--- src/rtl/add_share_arbiter_pkg.sv ---
// Shared state encoding and default widths for the two-requester adder sharing block.
package add_share_arbiter_pkg;

  localparam int DEF_W     = 8;
  localparam int DEF_CNT_W = 16;

  typedef enum logic [1:0] {
    IDLE = 2'd0,
    ADD  = 2'd1,
    RESP = 2'd2
  } state_t;

endpackage

--- src/rtl/add_share_arbiter_adder.sv ---
// Plain unsigned W-bit adder with carry-out; purely combinational, no flow control.
module NBitAdder #(
  parameter int W = 8
) (
  input  logic [W-1:0] A,
  input  logic [W-1:0] B,
  output logic [W:0]   C
);

  assign C = {1'b0, A} + {1'b0, B};

endmodule

--- src/rtl/add_share_arbiter.sv ---
// Round-robin share of one adder between two requesters; accept edge t -> rsp_valid from t+2.
// Response is held under rsp_ready backpressure; no request is accepted until the response is taken.
module add_share_arbiter
  import add_share_arbiter_pkg::*;
#(
  parameter int W     = DEF_W,
  parameter int CNT_W = DEF_CNT_W
) (
  input  logic             clk,
  input  logic             rst_n,
  input  logic             req0_valid,
  input  logic [W-1:0]     req0_a,
  input  logic [W-1:0]     req0_b,
  output logic             req0_ready,
  input  logic             req1_valid,
  input  logic [W-1:0]     req1_a,
  input  logic [W-1:0]     req1_b,
  output logic             req1_ready,
  output logic             rsp_valid,
  input  logic             rsp_ready,
  output logic             rsp_id,
  output logic [W:0]       rsp_sum,
  output logic             busy,
  output logic [CNT_W-1:0] op_count
);

  state_t       state;
  logic         last_grant;
  logic [W-1:0] op_a_q;
  logic [W-1:0] op_b_q;
  logic [W:0]   sum_w;
  logic         grant0;
  logic         grant1;

  // On contention the requester that did not win last time gets the adder.
  assign grant0     = (state == IDLE) && req0_valid && (!req1_valid || last_grant);
  assign grant1     = (state == IDLE) && req1_valid && (!req0_valid || !last_grant);
  assign req0_ready = grant0;
  assign req1_ready = grant1;
  assign busy       = (state != IDLE);

  NBitAdder #(.W(W)) u_adder (
    .A(op_a_q),
    .B(op_b_q),
    .C(sum_w)
  );

  always_ff @(posedge clk or negedge rst_n) begin
    if (!rst_n) begin
      state      <= IDLE;
      last_grant <= 1'b1;
      op_a_q     <= '0;
      op_b_q     <= '0;
      rsp_valid  <= 1'b0;
      rsp_id     <= 1'b0;
      rsp_sum    <= '0;
      op_count   <= '0;
    end else begin
      unique case (state)
        IDLE: begin
          if (grant0) begin
            op_a_q     <= req0_a;
            op_b_q     <= req0_b;
            rsp_id     <= 1'b0;
            last_grant <= 1'b0;
            state      <= ADD;
          end else if (grant1) begin
            op_a_q     <= req1_a;
            op_b_q     <= req1_b;
            rsp_id     <= 1'b1;
            last_grant <= 1'b1;
            state      <= ADD;
          end
        end
        ADD: begin
          rsp_sum   <= sum_w;
          rsp_valid <= 1'b1;
          state     <= RESP;
        end
        RESP: begin
          if (rsp_ready) begin
            rsp_valid <= 1'b0;
            op_count  <= op_count + 1'b1;
            state     <= IDLE;
          end
        end
        default: state <= IDLE;
      endcase
    end
  end

endmodule

--- config.mk ---
export PLATFORM = sky130hd
export DESIGN_NAME = add_share_arbiter
export DESIGN_NICKNAME = d
export VERILOG_FILES = /design/src/rtl/add_share_arbiter_pkg.sv /design/src/rtl/add_share_arbiter_adder.sv /design/src/rtl/add_share_arbiter.sv
export SDC_FILE = /design/constraint.sdc
export NUM_CORES = 1
export LEC_CHECK = 0
export ABC_CLOCK_PERIOD_IN_PS = 5150
export CORE_MARGIN = 1.5
export CORE_UTILIZATION = 51
export DETAILED_ROUTE_END_ITERATION = 12
export GPL_TIMING_DRIVEN = 0
export MAX_ROUTING_LAYER = met4
export PLACE_DENSITY = 0.86
export SYNTH_ARGS = -nofsm -noshare
export SYNTH_HDL_FRONTEND = slang
export SYNTH_SLANG_ARGS = --single-unit
--- constraint.sdc ---
create_clock -name clk -period 5.15 [get_ports clk]
set_clock_uncertainty 0.2 [all_clocks]
set_input_delay 1.03 -clock clk [delete_from_list [all_inputs] [get_ports clk]]
set_output_delay 1.03 -clock clk [all_outputs]
set_load 0.01 [all_outputs]
-- Word-level counts from Yosys, hierarchy flattened
Cells that the tools add are included.
- reduce and logical (&&, ||, !) cells: 17
- equal/unequal tests: 4
- multiplexer cells: 12
- $add $sub $neg: 2
- operator list (kind ; number):
    8-bit 2-to-1 mux ; 4
    16-bit by 1-bit adder with 16-bit output (second input constant) ; 1
    8-bit by 8-bit adder with 9-bit output ; 1
    2-bit AND reduction ; 4
    2-bit 2-to-1 mux ; 3
    2-bit one-hot mux with 3 select lines ; 1
    2-bit nonzero test ; 3
    1-bit logical AND ; 4
    1-bit zero test ; 3
    1-bit 2-to-1 mux ; 3
    3-bit inequality test (second input constant) ; 1
    2-bit by 1-bit equality test with 1-bit output (second input constant) ; 1
    2-bit equality test (second input constant) ; 1
    2-bit zero test ; 1
    1-bit logical OR ; 2
    2-bit inequality test (second input constant) ; 1
    1-bit one-hot mux with 2 select lines ; 1
- bits of input ports: 37
- logic and storage cells: 43
- register bits: 46
- output and inout port bits: 30

-- Depth between registers and ports, before layout
Gate-level depths: netlist of the first run.
- word-level depth: 6
- gate-level depth with buffers: 6
- gate-level depth less buffers: 6

-- Hierarchy
Synthesis of the first run repeated with hierarchy kept, for this count alone.
- cells, all modules: 215
- area total of the unflattened synthesis: 2361.0 sq um
- modules (own cells, without submodules) (module ; cells an instance ; seq. area each (sq um) ; instances ; area each (sq um)):
    add_share_arbiter ; 173 ; 1152.4 ; 1 ; 2037.0
    NBitAdder ; 42 ; 0.0 ; 1 ; 324.1

-- Worst setup path after synthesis of the first run
OpenSTA, ideal clock, no wires.
- path kind: input-to-output
- from: in req1_valid
- to: out req0_ready
- stages on the path: 4
- arrival time: 1.578 ns
- data required time: 3.920 ns
- slack: 2.342 ns
- path buffers: 1
- path through: nand2b_1 -> nand3_1 -> buf_2 -> inv_1
- word-level cells in the longest chain between the ends: 3
- RTL lines (element ; line ; RTL):
    start, declared ; add_share_arbiter.sv:15 ; input logic req1_valid,
    1-bit zero test ; add_share_arbiter.sv:36 ; assign grant0 = (state == IDLE) && req0_valid && (!req1_valid || last_grant);
    1-bit logical OR ; add_share_arbiter.sv:36 ;
    1-bit logical AND ; add_share_arbiter.sv:36 ;
    end, declared ; add_share_arbiter.sv:14 ; output logic req0_ready,
No other way between the ends.

-- Worst setup path in the final report of the first run
Same ends and word-level chain as after synthesis.

==> results.py, run 1 <==
metrics = {
    "run_status": {
        "status": "finished clean",
    },
    "final_layout": {
        "nNetsFinal": 337,
        "diodes": 0,
        "final_core_util_pct": 71.9,
        "area_delta_synth_final_pct": 35.4,
        "final_layout_size_suffix_gt1_share_pct": 8.59,
        "final_common_cell": "clkdlybuf4s50_1",
        "layout_common_cells": "clkdlybuf4s50_1, dfrtp_1, nor2_1",
        "fillers": 331,
    },
    "sta": {
        "hold_violations": 0,
        "fmax_mhz": 255,
        "tightest_slew_ns": 0.519,
        "finalSetupViolCount": 0,
        "slew_violations": 0,
        "rsz0062_at_grt": "false",
        "final.period_utilization_pct": 76.0,
        "tns_ns": 0,
        "slew_headroom_pct": 65.2,
        "finalCriticalPeriod_ns": 3.91,
    },
    "power": {
        "power.leakage_nw": 1.45,
        "peakVddDrop_uv": 280,
        "powerDensity_nw_per_um2": 553,
    },
    "yosys": {
        "synth_cell_types": 42,
        "syn_inst": 216,
        "synth-async-reset-ratio_pct": 100,
        "synth_warnings": 0,
        "syn_area_sq_um": 2330,
        "syn_nets": 263,
        "ys_seq_elements": 46,
        "syn_area_per_cell_sq_um": 10.8,
        "synth_ff_type": "dfrtp_1",
        "synth-edff-count": 0,
        "ys_seq_area_share_pct": 49.5,
    },
    "setup_path": {
        "critPathSlowestCell": "clkdlybuf4s50_1",
        "path_cells": "clkdlybuf4s50_1 > nand2b_1 > nand3_1 > buf_2 > inv_1 > clkdlybuf4s50_1",
        "crit_type": "input pin to output pin",
        "critPathMaxStageDelay_ns": 0.53,
        "end_kind": "output pin",
        "cpMostUsedCell": "clkdlybuf4s50_1",
        "startpoint_type": "input pin",
        "crit_fanout": 10,
        "crit_family": "buffers and inverters",
        "rr_worst_depth": 6,
        "crit_cells": 6,
        "critical_path_arrival_ns": 2.68,
        "worstPathRequired_ns": 3.92,
        "path_buf_inv": 4,
    },
    "drt": {
        "antenna_left": 0,
        "post_drt_wl_per_cell_microns": 14.8,
        "dr.pass1.iters": 4,
        "wl_microns": 5060,
        "vias": 1822,
        "vias_per_cell": 5.31,
        "drc": 0,
        "drt_iter0_markers": 97,
    },
    "clock_network": {
        "post_cts.repair.setup_buffers": 0,
        "clk_path_buf_depth": 2,
        "cts_sinks": 46,
        "cts_made_buffers": 5,
        "cts_tree": "yes",
        "clkTransAtPathRegs_ns": 0.08,
        "h-tree-depth": 2,
        "clock_latency_ns": 0.30,
        "hold_buffers": 0,
        "cts.repair.resized": 0,
        "cts_root_buf": "clkbuf_8",
    },
    "grt": {
        "antenna_found_initial": 0,
        "grt_pass1_wl_microns": 8670,
        "grt_pass1_vias": 1785,
        "grtUsageTotal_pct": 22.7,
        "grt-ovfl-total": 0,
        "grt_start_max_net_pins": 31,
    },
    "placed_design": {
        "gp_congestion": 0.821,
        "portBuffers": 66,
        "dp_hpwl_microns": 3790,
    },
    "hold_path": {
        "hold_depth": 2,
        "hp-class": "register to register",
    },
    "job": {
        "drv_cap": 0,
    },
    "floorplan": {
        "die_h_microns": 70.5,
        "top_level_ports": 67,
        "die_area_sq_um": 4980,
        "rows": 24,
        "fp.dieW_microns": 70.5,
        "start_util_pct": 53.1,
        "design.core.area_sq_um": 4380,
    },
}
[per-stage QoR]
stage / setup WS [ns] / instances / hold WS [ns] / total power [W] / cell area [sq um]
CTS: 1.23 / 343 / 0.271 / 0.00174 / 3150
floorplan: 2.34 / 216 / 0.244 / 0.00121 / 2330
finish: 1.24 / 343 / 0.272 / 0.00174 / 3150
detailed placement: 1.23 / 335 / 0.259 / 0.00152 / 3070
global route: 1.12 / 343 / 0.279 / 0.00188 / 3150
global placement: 1.24 / 334 / 0.252 / 0.00149 / 3050
[metal layers]
metal | global-route usage [%] | vias to the layer above | part of all wire, %
met1 | 32.2 | 853 | 46
li1 | - | 910 | -
met3 | 4.27 | 6 | 4.3
met4 | 6.92 | 0 | 1.4
met5 | - | - | 0
met2 | 33.5 | 53 | 49
[power by group]
| group | leakage [nW] | switching (W) | internal (W) | total (W) |
|---|---|---|---|---|
| Sequential | 0.563 | 0.000104 | 0.000501 | 0.000606 |
| Clock | 0.0385 | 0.000121 | 0.0000962 | 0.000217 |
| Combinational | 0.845 | 0.000447 | 0.000472 | 0.000919 |
[registers in the layout, indices dropped and copies added (netlist names)]
| register | cells |
|---|---|
| rsp_valid | 1 |
| op_a_q | 8 |
| state | 2 |
| op_b_q | 8 |
| rsp_id | 1 |
| rsp_sum | 9 |
| last_grant | 1 |
| op_count | 16 |
[path summary, 6_finish.rpt]
path                                             start                endpoint  slack (ns)
worst max register to register   op_a_q[0]$_DFFE_PN0P_  rsp_sum[6]$_DFFE_PN0P_        2.89
min in group asynchronous                        rst_n   op_a_q[6]$_DFFE_PN0P_        0.45
worst min-delay path            last_grant$_DFFE_PN1P_  last_grant$_DFFE_PN1P_        0.27
worst max-delay path                        req1_valid              req0_ready        1.24
max in group asynchronous                        rst_n  rsp_sum[2]$_DFFE_PN0P_        3.81
worst min register to register  last_grant$_DFFE_PN1P_  last_grant$_DFFE_PN1P_        0.27
[final cells by class]
type / instances / area, sq um / share of cell area [%]
inverters: 6 / 22.5 / 0.715
clock buffers: 7 / 76.3 / 2.42
well taps: 52 / 65.1 / 2.07
multi-input cells: 157 / 1110 / 35.3
repair buffers: 67 / 676 / 21.4
plain buffers: 7 / 40.0 / 1.27
flip-flops and latches: 46 / 1150 / 36.6
clock inverters: 1 / 7.51 / 0.238
[logic make-up after synthesis]
group           share of synthesized area, %
flops                                   49.5
xor+xnor                                6.40
mux                                     7.85
simple gates                            16.4
compound gates                          11.5
buf+inv                                 2.69
fa+ha+maj                               5.70
[worst register-to-register path, delay by kind of cell, from the launching register on]
family / cells / cell delay (ns)
adder cells (fa/ha/maj): 2 / 0.71
flip-flops: 1 / 0.41
AO/OA/AOI/OAI: 3 / 0.75
AND/OR/NAND/NOR: 1 / 0.09
[cell usage after synthesis, types with 5 or more instances]
cell type / instances / area, sq um
buf_2: 5 / 25.0
nand3_1: 8 / 40.0
ha_1: 9 / 113
nor2_1: 20 / 75.1
nand4_1: 5 / 31.3
inv_1: 6 / 22.5
a21oi_1: 18 / 90.1
xnor2_1: 14 / 123
nand2_1: 19 / 71.3
o21ai_0: 5 / 25.0
dfrtp_1: 45 / 1130
mux2i_1: 16 / 160
(Power assumes the default switching activity.)
==> inputs of run 2 (changes only) <==
Settings changed: ABC_CLOCK_PERIOD_IN_PS 5150 to 3270, CORE_UTILIZATION 51 to 43, PLACE_DENSITY 0.86 to 0.77.
Clock period 5.15 ns to 3.27 ns, I/O delays scaled along.
==> results.py, run 2 (same netlist as run 1, synthesis figures left out) <==
metrics = {
    "drt": {
        "vias_per_cell": 4.95,
        "drc": 0,
        "wl_microns": 4900,
        "vias": 1788,
        "antenna_left": 0,
        "drt_iter0_markers": 48,
        "post_drt_wl_per_cell_microns": 13.6,
        "dr.pass1.iters": 4,
    },
    "final_layout": {
        "layout_common_cells": "clkdlybuf4s50_1, dfrtp_1, nor2_1",
        "final_common_cell": "clkdlybuf4s50_1",
        "area_delta_synth_final_pct": 37.1,
        "final_layout_size_suffix_gt1_share_pct": 9.62,
        "diodes": 0,
        "largest_reg_flops": 16,
        "top_regs": "op_count: 16 flops, rsp_sum: 9 flops",
        "stdcell_area_sq_um": 3190,
        "nNetsFinal": 337,
        "largest-register": "op_count",
    },
    "sta": {
        "slew_headroom_pct": 69.0,
        "slew_violations": 0,
        "tightest_slew_ns": 0.463,
        "hold_violations": 0,
        "holdWs_ns": 0.0177,
        "rsz0062_at_grt": "false",
        "tns_ns": 0,
        "final.period_utilization_pct": 94.3,
        "finalCriticalPeriod_ns": 3.08,
        "finalSetupViolCount": 0,
        "fmax_mhz": 324,
    },
    "floorplan": {
        "die_area_sq_um": 5860,
        "top_level_ports": 67,
        "fp.dieW_microns": 76.5,
        "design.core.area_sq_um": 5170,
        "start_util_pct": 45.0,
        "rows": 26,
        "die_h_microns": 76.5,
    },
    "clock_network": {
        "cts_sinks": 46,
        "h-tree-depth": 2,
        "hold_buffers": 0,
        "cts.repair.resized": 0,
        "clk_path_buf_depth": 2,
        "clkTransAtPathRegs_ns": 0.09,
        "cts_made_buffers": 5,
        "post_cts.repair.setup_buffers": 0,
        "cts_root_buf": "clkbuf_8",
        "clock_latency_ns": 0.31,
        "cts_tree": "yes",
    },
    "setup_path": {
        "cpMostUsedCell": "clkdlybuf4s50_1",
        "startpoint_type": "input pin",
        "path_buf_inv": 4,
        "crit_fanout": 10,
        "end_kind": "output pin",
        "worstPathRequired_ns": 2.42,
        "path_cells": "clkdlybuf4s50_1 > nand2b_1 > nand3_2 > buf_2 > inv_1 > clkdlybuf4s50_1",
        "timing.rr.start": "op_a_q[0]$_DFFE_PN0P_",
        "timing.reg2reg.setup_slack_ns": 1.04,
        "crit_family": "buffers and inverters",
        "critPathMaxStageDelay_ns": 0.52,
        "regToRegEndpoint": "rsp_sum[6]$_DFFE_PN0P_",
        "rr_worst_depth": 6,
        "critPathSlowestCell": "clkdlybuf4s50_1",
        "crit_type": "input pin to output pin",
        "critical_path_arrival_ns": 2.23,
    },
    "grt": {
        "grt_pass1_wl_microns": 8560,
        "grt-ovfl-total": 0,
        "antenna_found_initial": 0,
        "grt_start_max_net_pins": 36,
        "grtUsageTotal_pct": 19.3,
        "grt_pass1_vias": 1866,
    },
    "run_status": {
        "status": "finished clean",
    },
    "placed_design": {
        "gp_congestion": 0.821,
        "portBuffers": 66,
        "dp_hpwl_microns": 3780,
        "place_area_sq_um": 3090,
    },
    "hold_path": {
        "hp-class": "input pin to async pin",
    },
    "job": {
        "drv_cap": 0,
    },
    "power": {
        "powerDensity_nw_per_um2": 863,
        "power.leakage_nw": 1.45,
        "peakVddDrop_uv": 399,
    },
}
run 2: cell count changes in the layout (fill, tap and decap cells not counted):
| cell | delta |
|---|---|
| clkbuf_1 | -2 |
| clkinv_4 | +1 |
| inv_6 | +1 |
| nand3_1 | -1 |
| nand3_2 | +1 |
run 2: per-layer routing:
| metal | global-route usage, % | up-vias | share of wire [%] |
|---|---|---|---|
| met2 | 30.7 | 39 | 47 |
| met4 | 7.78 | 0 | 1.9 |
| met5 | - | - | 0 |
| met1 | 23.6 | 829 | 47 |
| li1 | - | 914 | - |
| met3 | 4.55 | 6 | 3.3 |
run 2: metrics by stage:
stage / power (W) / instances / setup WS [ns] / util, %
after floorplan: 0.00190 / 216 / 1.18 / -
after global placement: 0.00236 / 352 / 0.0928 / 59.4
after detailed placement: 0.00240 / 353 / 0.0749 / 59.7
after CTS: 0.00277 / 361 / 0.0730 / 61.5
after global routing: 0.00299 / 361 / 0.0930 / 61.6
final: 0.00275 / 361 / 0.185 / 61.6
run 2: cell type report:
type                    count  area, sq um
clock inverters             3         25.0
plain buffers               7         40.0
flip-flops and latches     46         1150
inverters                   6         22.5
fillers                   432         1980
clock buffers               5         68.8
well taps                  70         87.6
multi-input cells         157         1120
repair buffers             67          676
run 2: power breakdown:
group          internal, W  switching [W]
combinational     0.000737       0.000705
sequential        0.000789       0.000158
clock             0.000154       0.000208
run 2: worst max-delay path by stage:
stage / start / end / slack (ns) / cells after the start
6_report: req1_valid / req0_ready / 0.19 / 6
5_1_grt: req1_valid / req0_ready / 0.09 / 6
4_1_cts: req1_valid / req0_ready / 0.07 / 6
3_5_place_dp: req1_valid / req0_ready / 0.07 / 6
3_3_place_gp: rst_n / op_count[15]$_DFFE_PN0P_ / 0.09 / 1
2_1_floorplan: op_a_q[0]$_DFFE_PN0P_ / rsp_sum[6]$_DFFE_PN0P_ / 1.18 / 6
